<file path="config.mk">
export PLATFORM = sky130hd
export DESIGN_NAME = return_addr_stack
export DESIGN_NICKNAME = d
export VERILOG_FILES = /design/src/rtl/return_addr_stack.sv
export SDC_FILE = /design/constraint.sdc
export NUM_CORES = 1
export LEC_CHECK = 0
export ABC_CLOCK_PERIOD_IN_PS = 18340
export BUFFER_PORTS_ARGS = -buffer_cell sky130_fd_sc_hd__buf_2
export CORE_MARGIN = 4
export CORE_UTILIZATION = 56
export CTS_CLUSTER_SIZE = 14
export DETAILED_ROUTE_END_ITERATION = 12
export HOLD_SLACK_MARGIN = 0.1
export PLACE_DENSITY = 0.83
export SLEW_MARGIN = 40
export SYNTH_ARGS = -nofsm -noshare
export SYNTH_HDL_FRONTEND = slang
export SYNTH_SLANG_ARGS = --single-unit
</file>
<file path="constraint.sdc">
create_clock -name clk -period 18.34 [get_ports clk]
set_input_delay 0 -clock clk [delete_from_list [all_inputs] [get_ports clk]]
set_output_delay 0 -clock clk [all_outputs]
set_load 0.01 [all_outputs]
</file>
<file path="src/rtl/return_addr_stack.sv">
// return_addr_stack: circular return-address stack that pushes the link address on calls and pops the predicted target on returns.
module return_addr_stack #(
    parameter int DEPTH = 8,
    parameter int AW    = 32
) (
    input  logic                       clk,
    input  logic                       reset,
    input  logic                       push,
    input  logic                       pop,
    input  logic                       flush,
    input  logic [AW-1:0]              PCPlus4,
    output logic [AW-1:0]              RetAddr,
    output logic                       RetValid,
    output logic [$clog2(DEPTH+1)-1:0] Count,
    output logic                       Overflow,
    output logic                       Underflow
);
    localparam int PW = $clog2(DEPTH);
    localparam int CW = $clog2(DEPTH + 1);

    logic [AW-1:0] mem_q [DEPTH];
    logic [PW-1:0] ptr_q, ptr_d, wr_idx;
    logic [CW-1:0] cnt_q, cnt_d;
    logic          ovf_q, ovf_d, unf_q, unf_d, wr;
    logic          empty, full;

    assign empty = cnt_q == '0;
    assign full  = cnt_q == CW'(DEPTH);

    always_comb begin
        ptr_d  = ptr_q;
        cnt_d  = cnt_q;
        ovf_d  = 1'b0;
        unf_d  = 1'b0;
        wr     = 1'b0;
        wr_idx = ptr_q;
        if (flush) begin
            cnt_d = '0;
        end else if (push && pop && !empty) begin
            wr = 1'b1;
        end else if (push) begin
            // a push onto a full stack wraps over the oldest entry and keeps the count saturated
            ptr_d  = ptr_q + 1'b1;
            wr_idx = ptr_q + 1'b1;
            wr     = 1'b1;
            cnt_d  = full ? cnt_q : cnt_q + 1'b1;
            ovf_d  = full;
        end else if (pop) begin
            unf_d = empty;
            ptr_d = empty ? ptr_q : ptr_q - 1'b1;
            cnt_d = empty ? cnt_q : cnt_q - 1'b1;
        end
    end

    always_ff @(posedge clk or posedge reset) begin
        if (reset) begin
            for (int i = 0; i < DEPTH; i++) mem_q[i] <= '0;
            ptr_q <= '0;
            cnt_q <= '0;
            ovf_q <= 1'b0;
            unf_q <= 1'b0;
        end else begin
            if (wr) mem_q[wr_idx] <= PCPlus4;
            ptr_q <= ptr_d;
            cnt_q <= cnt_d;
            ovf_q <= ovf_d;
            unf_q <= unf_d;
        end
    end

    assign RetAddr   = empty ? '0 : mem_q[ptr_q];
    assign RetValid  = !empty;
    assign Count     = cnt_q;
    assign Overflow  = ovf_q;
    assign Underflow = unf_q;
endmodule

</file>
==> summary.md, run 1 <==
The run finished with clean final reports. TritonCTS built the clock tree. The first detailed-routing pass ran for 4 iterations. The multiplexer fraction of the synthesized cell area is 38.07%, and the combined global-route utilization of all metal layers is 20.93%. The cell repeated most along the worst path was sky130_fd_sc_hd__inv_1. The first global-routing pass estimated 41.37 mm of wire. The run gives 12520 um^2 as the mapped cell area.

With fillers left out, the area of the finished cells amounts to 14440 um^2. The data required time at the worst endpoint is 18.75 ns, and the synthesized-area fraction occupied by adder cells is 0.5595%. The synthesized netlist contains 43 unique library cells. The initial antenna violation count came out at 1. The worst setup path is launched from a flip-flop. Summing the areas of all xor and xnor instances in the mapped netlist gives 0.3497% of the synthesized area. Together, buffers and inverters on the worst path number 4.

The most common cell after layout, fill and taps aside is sky130_fd_sc_hd__dfrtp_1. The cell count after synthesis came out at 776. STA puts the critical path data arrival time at 3.97 ns. Count of buffers inserted at the top-level ports: 75.

The logs give 110 for the maximum number of pins on one net before global-route repair and 265 for the number of sinks handled by clock tree synthesis. Dividing total power by cell area gives a power density of 182.1 nW/um^2. The worst path uses 19.43% of the clock period. sky130_fd_sc_hd__dfrtp_1 takes more of the synthesized area than any other cell. The via count of the first global-routing pass is 7525. The routed length per placed instance is 21.18 um, and the transition time of the tightest slew-check pin is 0.7841 ns. The top metal layer carrying routed signals was met4. The run gives 0.2807 GHz as the upper clock frequency limit. In this run the remaining antenna-violating nets after routing total 0. The synthesized netlist devotes 2.748% of its cell area to compound gates. By area, the combinational part of the netlist is dominated by multiplexers. The worst path meets setup with 14.78 ns of slack. After detailed placement, the total cell area comes to 13130 um^2. Total power draw: 2.630 mW. During I/O placement, the number of pins put on the boundary was 76. In this run the clock root is driven by a sky130_fd_sc_hd__clkbuf_16.

Of all nets on the critical path, the largest fanout is 67. Counting the fill cells in the layout gives 1522. The highest ir drop seen on vdd is 87.37 uV, and the total of flip-flops plus latches after synthesis is 265. Sequential elements use 52.95% of the synthesized area.

The clock passes through at most 3 buffers. The final hold violation count is 0. Setup violations remaining at the end of the flow were counted as 0.

The tools report the starting utilization of the core area as 57.21%. The finished layout holds 1183 standard cells, fillers aside. The cell at the slowest stage of the critical path is sky130_fd_sc_hd__a21oi_4. The analysis attributes to cell leakage a power of 6.400 nW. The largest stage delay on the critical path was 0.56 ns.

The synthesized design contains 0 enable-type register cells. Broken down by cell family, the worst path's largest delay share belongs to buffers and inverters. Adding up every negative setup slack in the final design gives 0 ns. The run gives 410 as the violation count after the first detailed-route iteration. For the number of buffers inserted during clock tree synthesis, the log shows 27.

At the end of routability-driven placement, the weighted congestion stood at 0.7535. For the worst clock skew on the final layout, the log shows 0.009416 ns. The depth of the CTS H-tree was 1; the residual overflow from global routing was 0.

In the detailed route, the total length drawn on met3 is 915 um. The clock reaches the later pin of the worst-skew pair after 0.52 ns. The logs give 927 for the layout net count and 36 for the cts-stage hold buffer count.

Type of the tightest min-delay check: primary input to flip-flop. The routed design could run at a clock period as short as 3.563 ns. After detailed routing, the wire length on met1 is 11.38 mm. The mean instance size in the synthesized netlist is 16.14 um^2, and the x dimension of the die is 157.5 um. The max-slew violation count was 0; the total wire length was 25.06 mm. The tightest hold path in the finished design has a slack of 0.3331 ns. The tools report the number of placement rows as 54.

By startpoint and endpoint, the worst setup path is classified as flip-flop to flip-flop. The run gives 47.73% as the max-slew headroom at the worst pin. The count of synthesis-stage warnings from yosys was 0.

The post-CTS setup-driven buffer insertion count was 0; the fraction of the mapped netlist area in simple logic gates was 2.168%. The detailed-route DRC error count was 0; the CTS clock-pin slew for the worst setup and hold paths was 0.06 ns. At the placement stage, the worst setup path has a slack of 14.74 ns. Of the cells placed in the final design, the portion with a size suffix greater than 1 is 45.68%. Walking the worst path, the cells encountered are buf_6 > inv_1 > ha_1 > inv_1 > a2111oi_4 > o21ai_2 > a21oi_4 > buf_4 > mux2_2. Dividing the detail-routed via count by the number of cells gives 5.895. Setup repair after global routing left no endpoint under its margin. For the net count after synthesis, the log shows 818. The routed layout has 6974 vias. The area growth from synthesis to layout is 15.30%. The worst setup path is captured at a flip-flop.

The run gives 24820 um^2 as the area of the die. The tools report the number of placed instances, taps included as 1098. Fraction of the core area covered by cells at the end of the flow: 65.96%. Detailed placement finished with a half-perimeter wire length of 14.74 mm. In the layout the commonest cells are sky130_fd_sc_hd__dfrtp_1 (262), sky130_fd_sc_hd__mux2_2 (161), sky130_fd_sc_hd__buf_2 (75). Of all flip-flops after synthesis, the portion carrying an async set or reset was 100.0%. The length of routed met2 wiring came out at 12.36 mm. Summed over its instances, the top area cell type makes up 52.95% of the synthesized netlist area.

Yosys attributes the largest share of cell area to sky130_fd_sc_hd__dfrtp_1 (53%), sky130_fd_sc_hd__mux2_2 (14%), sky130_fd_sc_hd__mux4_2 (12%). The die height was 157.5 um. Max-cap violations in this run came to 0. In the synthesized netlist the dominant register cell turns out to be sky130_fd_sc_hd__dfrtp_1. In this run the standard cell core region covers 21890 um^2.

After clock tree synthesis, the repair step resized 0 gates.
## Yosys cell counts (4+ instances only)
cell                       number
sky130_fd_sc_hd__mux2_2       161
sky130_fd_sc_hd__mux2_4        30
sky130_fd_sc_hd__clkbuf_1       8
sky130_fd_sc_hd__mux2_1        65
sky130_fd_sc_hd__mux2i_1       33
sky130_fd_sc_hd__buf_1         15
sky130_fd_sc_hd__nor2_1        41
sky130_fd_sc_hd__nor3_1         4
sky130_fd_sc_hd__xnor2_1        4
sky130_fd_sc_hd__a21oi_4        4
sky130_fd_sc_hd__mux4_2        64
sky130_fd_sc_hd__ha_1           4
sky130_fd_sc_hd__inv_1          8
sky130_fd_sc_hd__a21oi_1        6
sky130_fd_sc_hd__dfrtp_1      265
sky130_fd_sc_hd__buf_6         22
## tightest hold or removal path, delay by kind of cell
kind	cells	cell delay, ns
simple gates	1	0.07
buf+inv	2	0.74
## logic make-up (layout without fill, tap and decap cells)
kind of cell	Yosys count	count (layout)
mux	353	353
simple gates	59	59
compound gates	31	31
fa+ha+maj	5	5
xor+xnor	5	5
other cells	0	1
flops	265	265
buf+inv	58	184
## routing by layer
layer  up-vias  global-route usage, %
met4         0                  4.711
met3        34                  2.392
met1      3712                  30.57
li1       3105                      -
met5         -                      0
met2       123                  34.42
## worst paths after layout
check                         start         to  slack (ns)  cells past startpoint
setup / recovery           ptr_q[1]  mem_q[15]       14.78                      9
hold / removal                flush   Count[0]        0.33                      3
setup reg to reg           ptr_q[1]  mem_q[15]       14.78                      9
hold reg to reg            mem_q[1]   mem_q[1]        0.48                      1
max in group asynchronous     reset  mem_q[46]       16.07                      6
min in group asynchronous     reset   Count[3]        0.57                      4
## state kept, by name (all words and copies together), names as in the netlist
signal,cells
Overflow,1
mem_q,256
Underflow,1
Count,4
ptr_q,3
## where the power goes
| group | leakage (nW) | switching (mW) | internal [mW] |
|---|---|---|---|
| Clock | 0.449 | 0.218 | 0.345 |
| Sequential | 3.27 | 0.171 | 0.865 |
| Combinational | 2.68 | 0.436 | 0.594 |
| Total | 6.40 | 0.825 | 1.80 |
## area by class of cell
| cell class | instances | area, um^2 | share of cell area (%) |
|---|---|---|---|
| Antenna cell | 1 | 2.502 | 0.01733 |
| Clock buffer | 38 | 767.0 | 5.312 |
| Tap cell | 280 | 350.3 | 2.426 |
| Multi-Input combinational cell | 453 | 5533 | 38.32 |
| Inverter | 9 | 41.29 | 0.2860 |
| Clock inverter | 8 | 143.9 | 0.9965 |
| Timing Repair Buffer | 129 | 963.4 | 6.672 |
| Sequential cell | 265 | 6638 | 45.97 |
Note: power is estimated with default switching activity, not from simulation.
==> run 2, diff against run 1 <==
- ABC_CLOCK_PERIOD_IN_PS: 18340 -> 3100
- CORE_UTILIZATION: 56 -> 55
- PLACE_DENSITY: 0.83 -> 0.85
- clock period: 18.34 -> 3.1 ns (I/O delays scaled with it)
==> run 2 against run 1 <==
Net effect:
- clock power rose to 5.9 times the previous value
- setup slack got worse by 15 ns
- flip-flop and latch count did not move
- count of clock-buffer cells in the layout rose by 2
- sequential power rose to 5.8 times the previous value
- critical endpoint is now RetAddr[26]
- combinational power rose to 6.1 times the previous value
- non-clock buffer count rose by 7
- critical path type is now flip-flop to primary output
- die area rose by 1.7%
==> summary.md, run 2 (synthesized netlist as in run 1, its figures left out) <==
The I/O pin total is 76 (unchanged), and the routed length per placed instance is 22.13 um (+4.5%). The max-slew violation count is 0 (unchanged). The via density per instance was 6.008 (+1.9%). The cell at the slowest stage of the critical path is sky130_fd_sc_hd__mux4_2. The final weighted congestion in routability-driven placement is 0.7711 (+2.3%), and the smallest hold slack is 0.3439 ns (+0.01078 ns).

Leaving out fill and tap cells, the most frequent cell in the layout is sky130_fd_sc_hd__dfrtp_1. Largest stage delay on the critical path: 0.55 ns (about the same). The worst reg2reg path depth was 6 (-3); the number of search-and-repair iterations in the first detailed-routing pass was 4 (unchanged). The x dimension of the die was 158.9 um (+0.86%). The tools report the count of filler cells inserted in the layout as 1485 (-2.4%). The power per cell area was 1079 nW/um^2 (+490%); the vias after detailed routing was 7155 (+2.6%).

The final cycle utilization of the critical path is 91.24%. For the upper clock frequency limit, the log shows 0.3536 GHz. The logs give 0.34 ns (-14.44 ns) for the slack of the worst reg-to-reg path and 0 (-1) for the number of inserted diodes. The number of nets with antenna violations after routing came out at 0 (unchanged).

For the starting utilization of the core area, the log shows 56.68% (-0.52 points). The cell that appears most often on the critical path is sky130_fd_sc_hd__buf_6. The tools report the worst clock skew on the final layout as 0.008099 ns (-0.001317 ns).

Top fanout value on the critical path: 38 (-43%). The run gives 15.25 mm (+3.5%) as the sum of net half-perimeters after detailed placement. The via count of the first global-routing pass is 7787 (+3.5%).

The post-layout instance area came out at 14510 um^2 (+0.51%). The area of the core region is 22090 um^2 (+0.93%), and the fraction of final layout cells sized beyond drive strength 1 is 45.99% (+0.32 points). The logs give 43.66 mm (+5.5%) for the global-route wire length before repair and 0 (unchanged) for the detailed-route DRC error count. The maximum number of pins on one net before global-route repair is 105 (-4.5%).

The tree is rooted in a sky130_fd_sc_hd__clkbuf_16. Walking the worst path, the cells encountered are buf_6 > buf_6 > mux4_2 > mux2i_1 > nor2_1 > buf_2. The relative area change from synthesis to final layout was 15.89%; the worst hold path stage count was 3 (unchanged). The leakage power figure was 6.428 nW (+0.43%). The clock insertion delay at the later pin of the skew report came out at 0.52 ns (about the same). The depth of the CTS H-tree was 1 (unchanged); the max-slew headroom at the worst pin was 50.67% (+2.9 points). The total wire length is 26.36 mm (+5.2%), and the layout net count is 934 (+0.76%). The initial antenna violation count is 0 (-1), and the area of the die is 25250 um^2 (+1.7%). For the post-CTS setup-driven buffer insertion count, the log shows 0 (unchanged).

Transition time of the tightest slew-check pin: 0.7399 ns (-0.04417 ns). The worst hold path terminates at Count[0]. The maximum number of buffers from clock root to sink is 3 (unchanged), and the violation count after the first detailed-route iteration is 464 (+13%). The tools report the count of endpoints failing setup in the final report as 0 (unchanged). Reg-to-reg endpoint: mem_q[81]. The number of flip-flops in the largest register is 256 (unchanged). STA classifies the critical path endpoint as a primary output. The minimum period implied by the final worst setup slack came out at 2.828 ns. The worst setup path is of the flip-flop to primary output kind. In the layout the commonest cells are sky130_fd_sc_hd__dfrtp_1 (262), sky130_fd_sc_hd__mux2_2 (161), sky130_fd_sc_hd__buf_2 (75).

The final hold violation count was 0 (unchanged); the number of placement rows was 54 (unchanged). Setup repair after global routing left no endpoint under its margin. The highest ir drop seen on vdd was 534.3 uV (+510%).

The worst hold path begins at flush. The CTS clock-pin slew for the worst setup and hold paths is 0.06 ns (about the same), and the residual overflow from global routing is 0 (unchanged). The run gives 13220 um^2 (+0.72%) as the placed cell area. Die height: 158.9 um (+0.86%). The data required time at the worst endpoint is 3.10 ns (-15.65 ns). TritonCTS built the clock tree. The type of the tightest min-delay check was primary input to flip-flop.

Max-cap check violation count: 0 (unchanged). Top register by number of flip-flops: mem_q. The startpoint identified for the worst register-to-register timing path is Count[3].

The number of buffers inserted during clock tree synthesis is 27 (unchanged), and the arrival time at the worst endpoint is 2.83 ns (-1.14 ns). The count of buffers inserted at the top-level ports came out at 75 (unchanged). Number of sinks handled by clock tree synthesis: 265 (unchanged). The flow ran to the end, and the final reports show no timing, DRC or antenna violations. STA classifies the critical path startpoint as a flip-flop. The tools report the combined global-route utilization of all metal layers as 21.19% (+0.26 points).
[run 2: how the worst max path moves through the flow]
stage | endpoint | cells after the start | slack [ns] | from
6_report | RetAddr[26] | 6 | 0.27 | ptr_q[0]
5_1_grt | RetAddr[26] | 6 | 0.02 | ptr_q[0]
4_1_cts | RetAddr[26] | 6 | 0.03 | ptr_q[0]
3_5_place_dp | mem_q[150] | 8 | 0.37 | ptr_q[0]
3_3_place_gp | mem_q[76] | 6 | 0.43 | Count[3]
2_1_floorplan | Count[0] | 1 | -0.40 | reset
[run 2: final cells by class]
| type | instances | area, um^2 | area share, % |
|---|---|---|---|
| flip-flops and latches | 265 | 6638 | 45.74 |
| well taps | 280 | 350.3 | 2.414 |
| multi-input cells | 453 | 5533 | 38.12 |
| clock inverters | 8 | 117.6 | 0.8104 |
| repair buffers | 136 | 1052 | 7.251 |
| clock buffers | 40 | 784.5 | 5.406 |
| inverters | 9 | 37.54 | 0.2586 |
[run 2: repair_timing]
action / CTS / global route
gates resized for setup: 1 / 1
hold buffers: 38 / 0
setup endpoints to repair: 14 / 14
endpoints found under the hold margin: 482 / 0
[run 2: power by group]
group	internal, mW	total [mW]	switching (mW)
clock network	1.99	3.31	1.31
logic	3.57	6.29	2.73
registers	5.12	6.06	0.943
[run 2: worst max-delay path: cells and delay by family, from the launching register on]
kind | cells | cell delay (ns)
DFF | 1 | 0.43
muxes | 2 | 0.77
buffers and inverters | 3 | 1.02
and+or+nand+nor | 1 | 0.06
[run 2: per-stage QoR]
step	utilization, %	power [mW]	setup TNS, ns	worst slack (ns)	instances
after floorplan	-	10.64	-105.34	-0.3975	776
after detailed placement	59.85	12.36	0	0.3677	1105
final	65.69	15.66	0	0.2716	1191
after CTS	65.67	15.80	0	0.03232	1191
after global routing	65.69	16.61	0	0.02276	1191
after global placement	59.83	12.06	0	0.4323	1105
[run 2: routing by layer]
| metal | share of wire, % | vias to the layer above | routed length, um | GRT usage, % |
|---|---|---|---|---|
| met5 | 0 | - | 0 | 0 |
| met4 | 1.3 | 0 | 344 | 4.181 |
| met3 | 4.8 | 36 | 1271 | 3.499 |
| met2 | 50 | 157 | 13160 | 35.64 |
| met1 | 44 | 3830 | 11590 | 29.80 |
| li1 | - | 3132 | - | - |
==> run 3, diff against run 2 <==
- BUFFER_PORTS_ARGS: -buffer_cell sky130_fd_sc_hd__buf_2 -> -buffer_cell sky130_fd_sc_hd__buf_4
==> run 3 against run 2 <==
Net effect:
- die area unchanged
- clock skew increased by 0.00088 ns
- flip-flop and latch count unchanged
- hold slack got worse by 0.052 ns
- global-route usage decreased by 0.53 points
- clock power decreased by 5%
- largest cell class unchanged
- highest routed layer unchanged
==> summary.md, run 3 (synthesized netlist as in run 1, its figures left out) <==
The detailed-route DRC error count is 0 (unchanged), and the maximum number of pins on one net before global-route repair is 76 (-28%). The run gives 0 (unchanged) as the max-slew violation count. The critical path starts at Count[3].

For the upper clock frequency limit, the log shows 0.3632 GHz (+2.7%). For the area of the core region, the log shows 22090 um^2 (unchanged). The type of the tightest min-delay check is primary input to flip-flop.

The fraction of final layout cells sized beyond drive strength 1 came out at 46.33% (+0.34 points). The run gives 27 (unchanged) as the number of buffers inserted during clock tree synthesis. The final cycle utilization of the critical path came out at 88.81% (-2.4 points). The top fanout value on the critical path was 19 (-50%). The logs give 0.3517 ns (-0.01594 ns) for the worst-case setup slack after placement and 20.66% (-0.53 points) for the combined global-route utilization of all metal layers.

The die height works out to 158.9 um (unchanged). The tools report the area of the die as 25250 um^2 (unchanged). The count of endpoints failing setup in the final report came out at 0 (unchanged). The total wire length is 25.61 mm (-2.9%).

The final hold violation count came out at 0 (unchanged). I/O pin total: 76 (unchanged). More flip-flops sit in one register than any other, and that register is mem_q.

The highest ir drop seen on vdd was 786.6 uV (+47%). The via count of the first global-routing pass is 7977 (+2.4%), and the max-cap check violation count is 0 (unchanged). The power per cell area is 1068 nW/um^2 (-1.1%), and the number of search-and-repair iterations in the first detailed-routing pass is 4 (unchanged). The worst clock skew on the final layout came out at 0.008980 ns (+0.0008812 ns). The critical path in this run is classified as flip-flop to flip-flop. Leaving out fill and tap cells, the most frequent cells in the layout are sky130_fd_sc_hd__dfrtp_1 (262), sky130_fd_sc_hd__mux2_2 (161), sky130_fd_sc_hd__buf_4 (87). The arrival time at the worst endpoint is 3.16 ns (+0.33 ns). The worst-case setup margin in the final layout was 0.3470 ns (+0.07541 ns). From synthesis to final layout, the design area changed by 17.47%. TritonCTS built the clock tree.

The logs give 1193 (+0.17%) for the number of cells in the finished layout apart from fillers and 0.7772 (+0.79%) for the final weighted congestion in routability-driven placement. The starting utilization of the core area is 56.68% (unchanged). The element type at the critical path end was a flip-flop. The number of placed instances, taps included is 1107 (+0.18%), and the transition time of the tightest slew-check pin is 0.7582 ns (+0.01829 ns). For the post-CTS setup-driven buffer insertion count, the log shows 0 (unchanged). The run gives 0 ns (unchanged) as the setup total negative slack. The most common cell after layout, fill and taps aside is sky130_fd_sc_hd__dfrtp_1.

The run gives 0 (unchanged) as the residual overflow from global routing. The tree is rooted in a sky130_fd_sc_hd__clkbuf_16. The run gives 0.2922 ns (-0.05174 ns) as the smallest hold slack. For the data required time at the worst endpoint, the log shows 3.50 ns (+0.40 ns). The max-slew headroom at the worst pin was 49.45% (-1.2 points); the number of inserted diodes was 0 (unchanged).

For the initial antenna violation count, the log shows 0 (unchanged). The tools report the slack of the worst reg-to-reg path as 0.35 ns (about the same). Worst reg2reg path depth: 6 (unchanged). The most critical setup path has its endpoint at mem_q[191]. The tools report the clock insertion delay at the later pin of the skew report as 0.53 ns (about the same).

The violation count after the first detailed-route iteration was 431 (-7.1%). The CTS clock-pin slew for the worst setup and hold paths works out to 0.06 ns (about the same). The routed length per placed instance is 21.46 um (-3.0%).

The leakage power figure came out at 6.469 nW (+0.63%). Setup repair after global routing left no endpoint under its margin. The cts-stage hold buffer count is 38 (unchanged), and the sum of net half-perimeters after detailed placement is 15.32 mm (+0.45%). The x dimension of the die is 158.9 um (unchanged), and the number of flip-flops in the largest register is 256 (unchanged).

Number of placement rows: 54 (unchanged). The global-route wire length before repair came out at 43.10 mm (-1.3%). The tools report the worst flop-to-flop path startpoint as Count[3]. The worst setup path is launched from a flip-flop.

The run gives 1 (unchanged) as the depth of the CTS H-tree. The reg-to-reg endpoint is mem_q[191]. For the layout net count, the log shows 936 (+0.21%). The run gives 0 (-1) as the post-cts repair resize count.

The count of buffers inserted at the top-level ports is 75 (unchanged), and the via density per instance is 5.909 (-1.6%). The vias after detailed routing was 7050 (-1.5%); the maximum number of buffers from clock root to sink was 3 (unchanged). The number of nets with antenna violations after routing is 0 (unchanged), and the number of sinks handled by clock tree synthesis is 265 (unchanged).

The minimum period implied by the final worst setup slack came out at 2.753 ns (-0.07541 ns). The run finished with clean final reports.
==> run 3: worst min-delay path by stage <==
stage,startpoint,to,slack (ns),cells after the start
after floorplan,PCPlus4[0],mem_q[128],0.13,1
after global placement,flush,Count[1],0.25,2
after detailed placement,reset,Count[2],-0.02,2
after CTS,flush,Count[0],0.27,3
after global routing,PCPlus4[19],mem_q[83],0.30,3
final,flush,Count[0],0.29,3
==> run 3: worst max-delay path: stages (launching register included) <==
cell and delay, ns:
sky130_fd_sc_hd__dfrtp_1 0.50, sky130_fd_sc_hd__o41ai_4 0.54, sky130_fd_sc_hd__a31oi_1 0.21, sky130_fd_sc_hd__o21ba_2 0.29, sky130_fd_sc_hd__o21bai_4 0.47, sky130_fd_sc_hd__buf_12 0.26, sky130_fd_sc_hd__mux2_2 0.36
==> run 3: final cells by class <==
| cell class | count | area [um^2] |
|---|---|---|
| clock buffer | 38 | 777.0 |
| inverter | 9 | 37.54 |
| fill | 1479 | 7382 |
| tap | 280 | 350.3 |
| multi-input combinational | 453 | 5533 |
| clock inverter | 10 | 83.83 |
| sequential | 265 | 6638 |
| timing repair buffer | 138 | 1292 |
==> run 3: metal layers <==
metal	global-route usage, %	routed length, um	part of all wire (%)	vias to the layer above
met5	0	0	0	-
met4	4.379	361	1.4	0
met3	3.084	889	3.5	33
met2	35.09	12930	50	118
met1	28.84	11430	45	3782
li1	-	-	-	3117
==> run 3: through the flow <==
step,total power [mW],instance area (um^2),utilization (%)
2_1_floorplan,10.64,12530,-
3_3_place_gp,12.33,13420,60.74
3_5_place_dp,12.61,13470,60.97
4_1_cts,15.86,14710,66.59
5_1_grt,16.67,14710,66.59
6_report,15.70,14710,66.59
==> run 3: where the power goes <==
group          switching [mW]  internal (mW)  total [mW]
combinational            2.73           3.80        6.53
clock                    1.30           1.83        3.13
sequential              0.929           5.12        6.05
total                    4.96           10.7        15.7
